`src/rtl/ar_issue_mux.sv`:
```
// ar_issue_mux: latches one granted master AR request and presents it to the selected slave.
// Latency: grant sampled at edge N -> AR_ready_f pulse and S_ARVALID in cycle N+1; at most one request per 2 cycles.
// Backpressure: S_ARVALID/payload held until S_ARREADY; grants in ISSUE or for a full master are ignored.
//
// Ports:
//   clk, clr (async active-low reset)
//   AR_grant_f/AR_sel_f/AR_addr_f/AR_id_f : per-master grant and request payload from the arbiter
//   R_done_f    : per-master read completion pulse (frees one outstanding slot)
//   AR_ready_f  : one-cycle accept pulse to the loaded master
//   S_ARVALID/S_ARREADY/S_ARADDR/S_ARID : per-slave AR channel, ARID = {master index, master ID}
//   AR_full_f   : master has NUM_OUTSTANDING_TRANS reads outstanding
//   AR_busy     : ISSUE state active; AR_timeout_f : watchdog drop pulse
// Optional feature: define AR_ISSUE_TIMEOUT_EN to enable the ISSUE watchdog (TIMEOUT cycles).
module ar_issue_mux #(
  parameter int M                     = 2,
  parameter int S                     = 2,
  parameter int NUM_OUTSTANDING_TRANS = 2,
  parameter int ADDR_WIDTH            = 32,
  parameter int TIMEOUT               = 16,
  localparam int SW  = (S > 1) ? $clog2(S) : 1,
  localparam int MW  = (M > 1) ? $clog2(M) : 1,
  localparam int IDW = (NUM_OUTSTANDING_TRANS > 1) ? $clog2(NUM_OUTSTANDING_TRANS) : 1,
  localparam int CW  = $clog2(NUM_OUTSTANDING_TRANS + 1)
) (
  input  logic                     clk,
  input  logic                     clr,
  input  logic [M-1:0]             AR_grant_f,
  input  logic [M*SW-1:0]          AR_sel_f,
  input  logic [M*ADDR_WIDTH-1:0]  AR_addr_f,
  input  logic [M*IDW-1:0]         AR_id_f,
  input  logic [M-1:0]             R_done_f,
  output logic [M-1:0]             AR_ready_f,
  output logic [S-1:0]             S_ARVALID,
  input  logic [S-1:0]             S_ARREADY,
  output logic [S*ADDR_WIDTH-1:0]  S_ARADDR,
  output logic [S*(MW+IDW)-1:0]    S_ARID,
  output logic [M-1:0]             AR_full_f,
  output logic                     AR_busy,
  output logic                     AR_timeout_f
);

  typedef enum logic {ST_IDLE = 1'b0, ST_ISSUE = 1'b1} state_t;

  state_t                r_state, w_state_nxt;
  logic [MW-1:0]         r_mst;
  logic [SW-1:0]         r_sel;
  logic [ADDR_WIDTH-1:0] r_addr;
  logic [IDW-1:0]        r_id;
  logic [M-1:0]          r_ready;
  logic [CW-1:0]         r_cnt [M];

  logic                  w_load;
  logic [MW-1:0]         w_load_idx;
  logic                  w_hs;
  logic                  w_tmo;
  logic [M-1:0]          w_full;
  logic [M-1:0]          w_inc;
  logic [M-1:0]          w_dec;
  logic [S-1:0]          w_arvalid;

  always_comb begin
    w_full = '0;
    for (int i = 0; i < M; i++) w_full[i] = (r_cnt[i] == CW'(NUM_OUTSTANDING_TRANS));
  end

  // Lowest-index granted master that still has a free outstanding slot wins; only loads from IDLE.
  always_comb begin
    w_load     = 1'b0;
    w_load_idx = '0;
    for (int i = M - 1; i >= 0; i--) begin
      if (AR_grant_f[i] && !w_full[i]) begin
        w_load     = 1'b1;
        w_load_idx = MW'(i);
      end
    end
    if (r_state != ST_IDLE) w_load = 1'b0;
  end

  always_comb begin
    w_arvalid = '0;
    if (r_state == ST_ISSUE)
      for (int s = 0; s < S; s++) w_arvalid[s] = (r_sel == SW'(s));
  end

  // Masking ARREADY with our own ARVALID keeps an out-of-range select from ever completing.
  assign w_hs = |(S_ARREADY & w_arvalid);

`ifdef AR_ISSUE_TIMEOUT_EN
  localparam int TW = $clog2(TIMEOUT + 1);
  logic [TW-1:0] r_tmo_cnt;
  logic          r_timeout;

  // r_tmo_cnt holds (ISSUE cycles elapsed - 1); a handshake in the last allowed cycle still wins.
  assign w_tmo = (r_state == ST_ISSUE) && !w_hs && (r_tmo_cnt == TW'(TIMEOUT - 1));

  always_ff @(posedge clk or negedge clr) begin
    if (!clr) begin
      r_tmo_cnt <= '0;
      r_timeout <= 1'b0;
    end else begin
      r_timeout <= w_tmo;
      if (r_state == ST_ISSUE && !w_hs && !w_tmo) r_tmo_cnt <= r_tmo_cnt + 1'b1;
      else                                        r_tmo_cnt <= '0;
    end
  end

  assign AR_timeout_f = r_timeout;
`else
  // Watchdog compiled out: ISSUE waits for the handshake indefinitely (expression is constant 0).
  assign w_tmo        = (TIMEOUT < 0);
  assign AR_timeout_f = 1'b0;
`endif

  always_ff @(posedge clk or negedge clr) begin
    if (!clr) r_state <= ST_IDLE;
    else      r_state <= w_state_nxt;
  end

  always_comb begin
    w_state_nxt = r_state;
    case (r_state)
      ST_IDLE:  if (w_load)         w_state_nxt = ST_ISSUE;
      ST_ISSUE: if (w_hs || w_tmo)  w_state_nxt = ST_IDLE;
      default:                      w_state_nxt = ST_IDLE;
    endcase
  end

  always_ff @(posedge clk or negedge clr) begin
    if (!clr) begin
      r_mst   <= '0;
      r_sel   <= '0;
      r_addr  <= '0;
      r_id    <= '0;
      r_ready <= '0;
    end else begin
      r_ready <= '0;
      if (w_load) begin
        r_mst               <= w_load_idx;
        r_sel               <= AR_sel_f[w_load_idx*SW +: SW];
        r_addr              <= AR_addr_f[w_load_idx*ADDR_WIDTH +: ADDR_WIDTH];
        r_id                <= AR_id_f[w_load_idx*IDW +: IDW];
        r_ready[w_load_idx] <= 1'b1;
      end
    end
  end

  // Outstanding counters: a read counts once the slave accepts it; completion at zero is ignored.
  always_comb begin
    w_inc = '0;
    w_dec = '0;
    for (int i = 0; i < M; i++) begin
      w_inc[i] = w_hs && (r_mst == MW'(i)) && !w_full[i];
      w_dec[i] = R_done_f[i] && (r_cnt[i] != '0);
    end
  end

  always_ff @(posedge clk or negedge clr) begin
    if (!clr) begin
      for (int i = 0; i < M; i++) r_cnt[i] <= '0;
    end else begin
      for (int i = 0; i < M; i++) begin
        if (w_inc[i] && !w_dec[i])      r_cnt[i] <= r_cnt[i] + 1'b1;
        else if (!w_inc[i] && w_dec[i]) r_cnt[i] <= r_cnt[i] - 1'b1;
      end
    end
  end

  always_comb begin
    S_ARADDR = '0;
    S_ARID   = '0;
    for (int s = 0; s < S; s++) begin
      if (w_arvalid[s]) begin
        S_ARADDR[s*ADDR_WIDTH +: ADDR_WIDTH] = r_addr;
        S_ARID[s*(MW+IDW) +: (MW+IDW)]       = {r_mst, r_id};
      end
    end
  end

  assign S_ARVALID  = w_arvalid;
  assign AR_ready_f = r_ready;
  assign AR_full_f  = w_full;
  assign AR_busy    = (r_state == ST_ISSUE);

endmodule

```
`config.mk`:
```
export PLATFORM = sky130hd
export DESIGN_NAME = ar_issue_mux
export DESIGN_NICKNAME = d
export VERILOG_FILES = /design/src/rtl/ar_issue_mux.sv
export SDC_FILE = /design/constraint.sdc
export NUM_CORES = 1
export LEC_CHECK = 0
export BUFFER_PORTS_ARGS = -buffer_cell sky130_fd_sc_hd__buf_4
export CORE_MARGIN = 2
export CORE_UTILIZATION = 44
export CTS_CLUSTER_SIZE = 25
export DETAILED_ROUTE_END_ITERATION = 8
export GPL_TIMING_DRIVEN = 1
export PLACE_DENSITY_LB_ADDON = 0.12
export SLEW_MARGIN = 20
export SYNTH_ARGS = -nofsm -noshare
export SYNTH_HDL_FRONTEND = slang
export SYNTH_SLANG_ARGS = --single-unit
```
`constraint.sdc`:
```
create_clock -name clk -period 2.2 [get_ports clk]
set_input_delay 0.33 -clock clk [delete_from_list [all_inputs] [get_ports clk]]
set_output_delay 0.33 -clock clk [all_outputs]
set_load 0.01 [all_outputs]
```
Word level (Yosys, flattened, before mapping)
Cells that the tools add are included.
W data, S select, Z words.
{"block": "word_totals", "out_inout_bits": 76, "memories": 0, "elab_cells": 66, "mem_bits_rw": 0, "register_bits": 42, "in_bits": 76, "latchBits": 0, "rom_bits": 0}
{"block": "classes", "bitwise_logic": 4, "eq_ne": 2, "reduce_logical": 24, "n_div": 0, "addsub": 4, "order_cmp": 2, "mul": 0, "shifts": 3, "n_mux": 19}
{"op": "$mux W32", "count": 2}
{"op": "$shiftx A64 B7 Y32", "count": 1}
{"op": "$mux W2", "count": 8}
{"op": "$logic_and A1 B1 Y1", "count": 13}
{"op": "$reduce_bool A2 Y1", "count": 4}
{"op": "$mux W1", "count": 7}
{"op": "$logic_not A1 Y1", "count": 6}
{"op": "$add A2 B1 Y2 const B", "count": 2}
{"op": "$eq A2 B2 Y1 const B", "count": 2}
{"op": "$shiftx A2 B2 Y1", "count": 2}
{"op": "$sub A2 B1 Y2 const B", "count": 2}
{"op": "$not A1 Y1", "count": 3}
{"op": "$and A2 B2 Y2", "count": 1}
{"op": "$lt A1 B2 Y1 const B", "count": 1}
{"op": "$pmux W1 S2", "count": 1}
{"op": "$reduce_or A2 Y1", "count": 1}
{"op": "$demux W1 S1", "count": 1}
{"op": "$ge A1 B1 Y1 const B", "count": 1}

Longest topological paths before layout
{"block": "logic_depth", "ltp_word": 10, "ltp_mapped": 8, "mapped_depth_nobuf": 7}

Worst setup path after synthesis
Ideal clock, no wire load.
{"block": "synth_path", "path_type": "register to register", "start": "register r_sel", "end": "register r_cnt[1] (netlist name)", "period_less_slack_ns": 1.671, "path_slack_ns": 0.529, "n_path_buf": 1, "required_time_ns": 2.121, "arrival_time_ns": 1.592, "setup_time_ns": 0.079, "path_stages_with_launch": 8, "cell_sequence": "dfrtp_1 clkbuf_1 mux2i_1 nor2_1 and3_1 ha_1 nor2_1 xor2_1"}
{"block": "synth_via", "elab_chain_len": 9, "word_cells_on_any_way": 11, "classes_between": "2 x mux; 2 x bitwise; 7 x reduce/logical"}
{"element": "start, declared", "line_no": "46", "text": "logic [SW-1:0] r_sel;"}
{"element": "start signal, assigned", "line_no": "139", "text": "r_sel <= AR_sel_f[w_load_idx*SW +: SW];"}
{"element": "$not A1 Y1", "line_no": "82", "text": "for (int s = 0; s < S; s++) w_arvalid[s] = (r_sel == SW'(s));"}
{"element": "$mux W2 (*)", "line_no": "81", "text": "if (r_state == ST_ISSUE)"}
{"element": "$and A2 B2 Y2 (*)", "line_no": "86", "text": "assign w_hs = |(S_ARREADY & w_arvalid);"}
{"element": "$reduce_or A2 Y1 (*)", "line_no": "86"}
{"element": "$logic_and A1 B1 Y1 (*) (2 in series)", "line_no": "152", "text": "w_inc[i] = w_hs && (r_mst == MW'(i)) && !w_full[i];"}
{"element": "$logic_not A1 Y1", "line_no": "163", "text": "else if (!w_inc[i] && w_dec[i]) r_cnt[i] <= r_cnt[i] - 1'b1;"}
{"element": "$logic_and A1 B1 Y1", "line_no": "163"}
{"element": "$reduce_bool A2 Y1 (no source line)"}
{"element": "end signal, assigned by index", "line_no": "162", "text": "if (w_inc[i] && !w_dec[i]) r_cnt[i] <= r_cnt[i] + 1'b1;"}
{"element": "end signal, assigned by index", "line_no": "163"}
{"element": "end, declared", "line_no": "50", "text": "logic [CW-1:0] r_cnt [M];"}
Every way passes the cells marked *; elsewhere a longest branch is shown, timed or not.
A chain may end at the register's enable or synchronous reset.

Worst setup path after layout
{"block": "layout_path", "start": "register r_state, in the netlist AR_busy", "end": "output port S_ARADDR[0]"}
{"block": "layout_via", "elab_chain_len": 2}
{"element": "start, declared", "line_no": "44", "text": "state_t r_state, w_state_nxt;"}
{"element": "start signal, assigned", "line_no": "116", "text": "else r_state <= w_state_nxt;"}
{"element": "$mux W2", "line_no": "81"}
{"element": "$mux W32", "line_no": "172", "text": "if (w_arvalid[s]) begin"}
{"element": "end, declared", "line_no": "35", "text": "output logic [S*ADDR_WIDTH-1:0] S_ARADDR,"}
Every way passes these cells.

==> metrics.yaml <==
sta:
  period_share_pct: 87.7
  fin_crit_ns: 1.93
  finalSetupViolations: 0
  tightest_slew_ns: 0.925
  setup_tns_ns: 0
  fin_skew_ns: 0.00280
  max_slew_margin_pct: 38.1
  slew_viol_final: 0
  max_freq_ghz: 0.518
  rsz0062_at_grt: "false"
  hold_viol_final: 0
cells_and_area:
  drive_gt1_share_pct: 54.2
  nets: 457
  most-common-layout-cells: "buf_4, dfrtp_1, and2_1, and3_1, o22ai_1"
  layout.cells.non_filler: 452
  n_antenna_cell: 0
  stdcell_area_um2: 3830
  final_common_cell: "buf_4"
  fillers: 469
  area_delta_synth_final_pct: 49.8
  post-route-util_pct: 68.7
synth:
  synth_area_per_cell_um2: 10.8
  yosys_register_bits: 42
  netlist_instances: 237
  synth_fp_nets: 315
  seq_area_frac_synth_pct: 41.1
  synth-warning-count: 0
  synth.distinct_cells: 27
  syn_area_um2: 2560
setup_path:
  critPathRequiredTime_ns: 1.87
  crit_top_cell: "buf_4"
  r2r_slack_ns: 0.36
  cp.arrival_ns: 1.60
  criticalPathCategory: "reg -> out"
  critPathMaxFanout: 14
  r2r_end: "r_addr[3]"
  worstSetupStartpointType: "flop"
  rr_startpoint: "r_cnt[3]"
  endpoint_kind: "output pin"
  cpMaxStageDelayCell: "dfrtp_1"
  crit_buf_inv: 3
  slowest_delay_ns: 0.36
  r2r.worst_path.cells: 5
  crit_chain: "inv_2 -> nor2_2 -> buf_4 -> and2_1 -> buf_4"
  path_delay_family: "buffers and inverters"
drt:
  drtIter0Drc: 106
  dr.pass1.iters: 4
  drt-total-wl_mm: 7.69
  vias: 2459
  wl_per_cell_um: 17.0
  antenna_left: 0
  drc: 0
  via_per_inst: 5.44
floorplanning:
  die_x_um: 80.2
  die_area_um2: 6440
  core_um2: 5570
  ios: 152
  start_util_pct: 45.9
  die_h_um: 80.2
  rows: 27
clock_tree:
  post_cts_buffers: 0
  insertion_delay_ns: 0.29
  tritoncts.num_buffers: 5
  cts_root_buf: "clkbuf_8"
  ctsHoldBuffers: 0
  cts_tree: "built"
  cts_resized: 0
  clock-sinks: 42
  cts_max_level: 2
  cts_buffer_depth: 2
  clkTransAtPathRegs_ns: 0.08
place:
  place_inst: 444
  port_buffers: 150
  place_area_um2: 3740
  place_congestion: 0.771
  hpwl_mm: 5.67
power_and_ir_drop:
  p_leak_nw: 1.90
  cellPowerDensity_nw_per_um2: 1520
  finalPower_w: 0.00583
  irDropWorstVdd_v: 0.00106
global_routing:
  grt_usage_pct: 23.7
  grt_max_degree: 43
  grt_overflow: 0
  antenna_found_initial: 0
  first_global_vias: 2380
  grt_pass1_wl_mm: 11.9
worst_hold_path:
  hold_class: "in -> async"
run_status:
  status: "completed"
job:
  drv_cap: 0
## how the worst max path moves through the flow
| stage | startpoint | end | slack (ns) | depth (start not counted) |
|---|---|---|---|---|
| after floorplan | r_sel | r_cnt[1] | 0.53 | 7 |
| after global placement | r_cnt[3] | r_addr[1] | 0.44 | 5 |
| after detailed placement | r_cnt[3] | r_addr[3] | 0.37 | 5 |
| after CTS | AR_busy | S_ARADDR[0] | 0.25 | 5 |
| after global routing | AR_busy | S_ARADDR[22] | 0.12 | 5 |
| final | AR_busy | S_ARADDR[0] | 0.27 | 5 |
## metal layers
metal	GRT usage (%)	part of all wire, %	vias up
li1	-	-	1157
met1	28.5	40	1200
met2	42.8	52	91
met3	4.61	6.8	11
met4	6.95	1.5	0
met5	0	0	-
## cell usage after synthesis, drive strengths merged
cell | count | share of area [%]
clkbuf | 14 | 2.1
dfrtp | 42 | 41
nor3b | 1 | 0.29
nor2 | 6 | 0.88
xnor2 | 2 | 0.69
buf | 12 | 3.1
o211ai | 1 | 0.49
nor4 | 1 | 0.24
inv | 3 | 0.44
a31oi | 2 | 0.49
o22ai | 34 | 8.3
ha | 2 | 0.98
nor2b | 1 | 0.54
and2 | 35 | 8.6
nand2 | 1 | 0.24
a2bb2oi | 33 | 19
nand2b | 1 | 0.54
or2b | 1 | 0.44
o21ai | 2 | 0.39
conb | 1 | 0.15
and3 | 35 | 8.6
mux2i | 1 | 0.39
o2bb2a | 1 | 0.39
a21oi | 1 | 0.64
xor2 | 4 | 1.4
## registers in the layout, indices dropped and copies added, names as in the netlist
signal and cells:
r_addr 32, r_cnt 4, AR_ready_f 2, AR_busy 1, r_id 1, r_mst 1, r_sel 1
## per-stage QoR
stage                     setup WS, ns  hold slack [ns]
after floorplan                  0.529           0.0344
after global placement           0.441            0.348
after detailed placement         0.370            0.353
after CTS                        0.252           0.0348
after global routing             0.117           0.0528
final                            0.271          0.00868
## where the power goes
part	internal, W	switching (W)	leakage [nW]
sequential	0.00115	0.000350	0.465
combinational	0.00208	0.00174	1.39
clock	0.000253	0.000256	0.0482
total	0.00348	0.00235	1.90
## worst register-to-register path: cells and delay by family, from the launching register on
| kind | cells | cell delay, ns |
|---|---|---|
| AOI/OAI and AO/OA | 3 | 0.98 |
| buffers and inverters | 1 | 0.24 |
| DFF | 1 | 0.40 |
| and+or+nand+nor | 1 | 0.15 |
## cell families (layout without fill, tap and decap cells)
logic type / count (synthesis) / count (layout) / share of synthesized area (%)
AO/OA/AOI/OAI: 74 / 74 / 29.4
AND/OR/NAND/NOR: 82 / 82 / 20.3
buffers and inverters: 29 / 172 / 5.63
flip-flops: 42 / 42 / 41.1
other: 1 / 1 / 0.147
multiplexers: 1 / 1 / 0.392
XOR/XNOR: 6 / 6 / 2.06
adder cells (fa/ha/maj): 2 / 2 / 0.979
## cell type report
type                       instances  area, µm²  share of cell area, %
clock buffer                       7       86.3                   2.25
clock inverter                     1       5.00                  0.131
inverter                           3       11.3                  0.294
multi-input combinational        166       1360                   35.6
sequential                        42       1050                   27.5
tap                               72       90.1                   2.35
timing repair buffer             161       1220                   31.9
No activity file was read; power rests on OpenSTA's default activity.
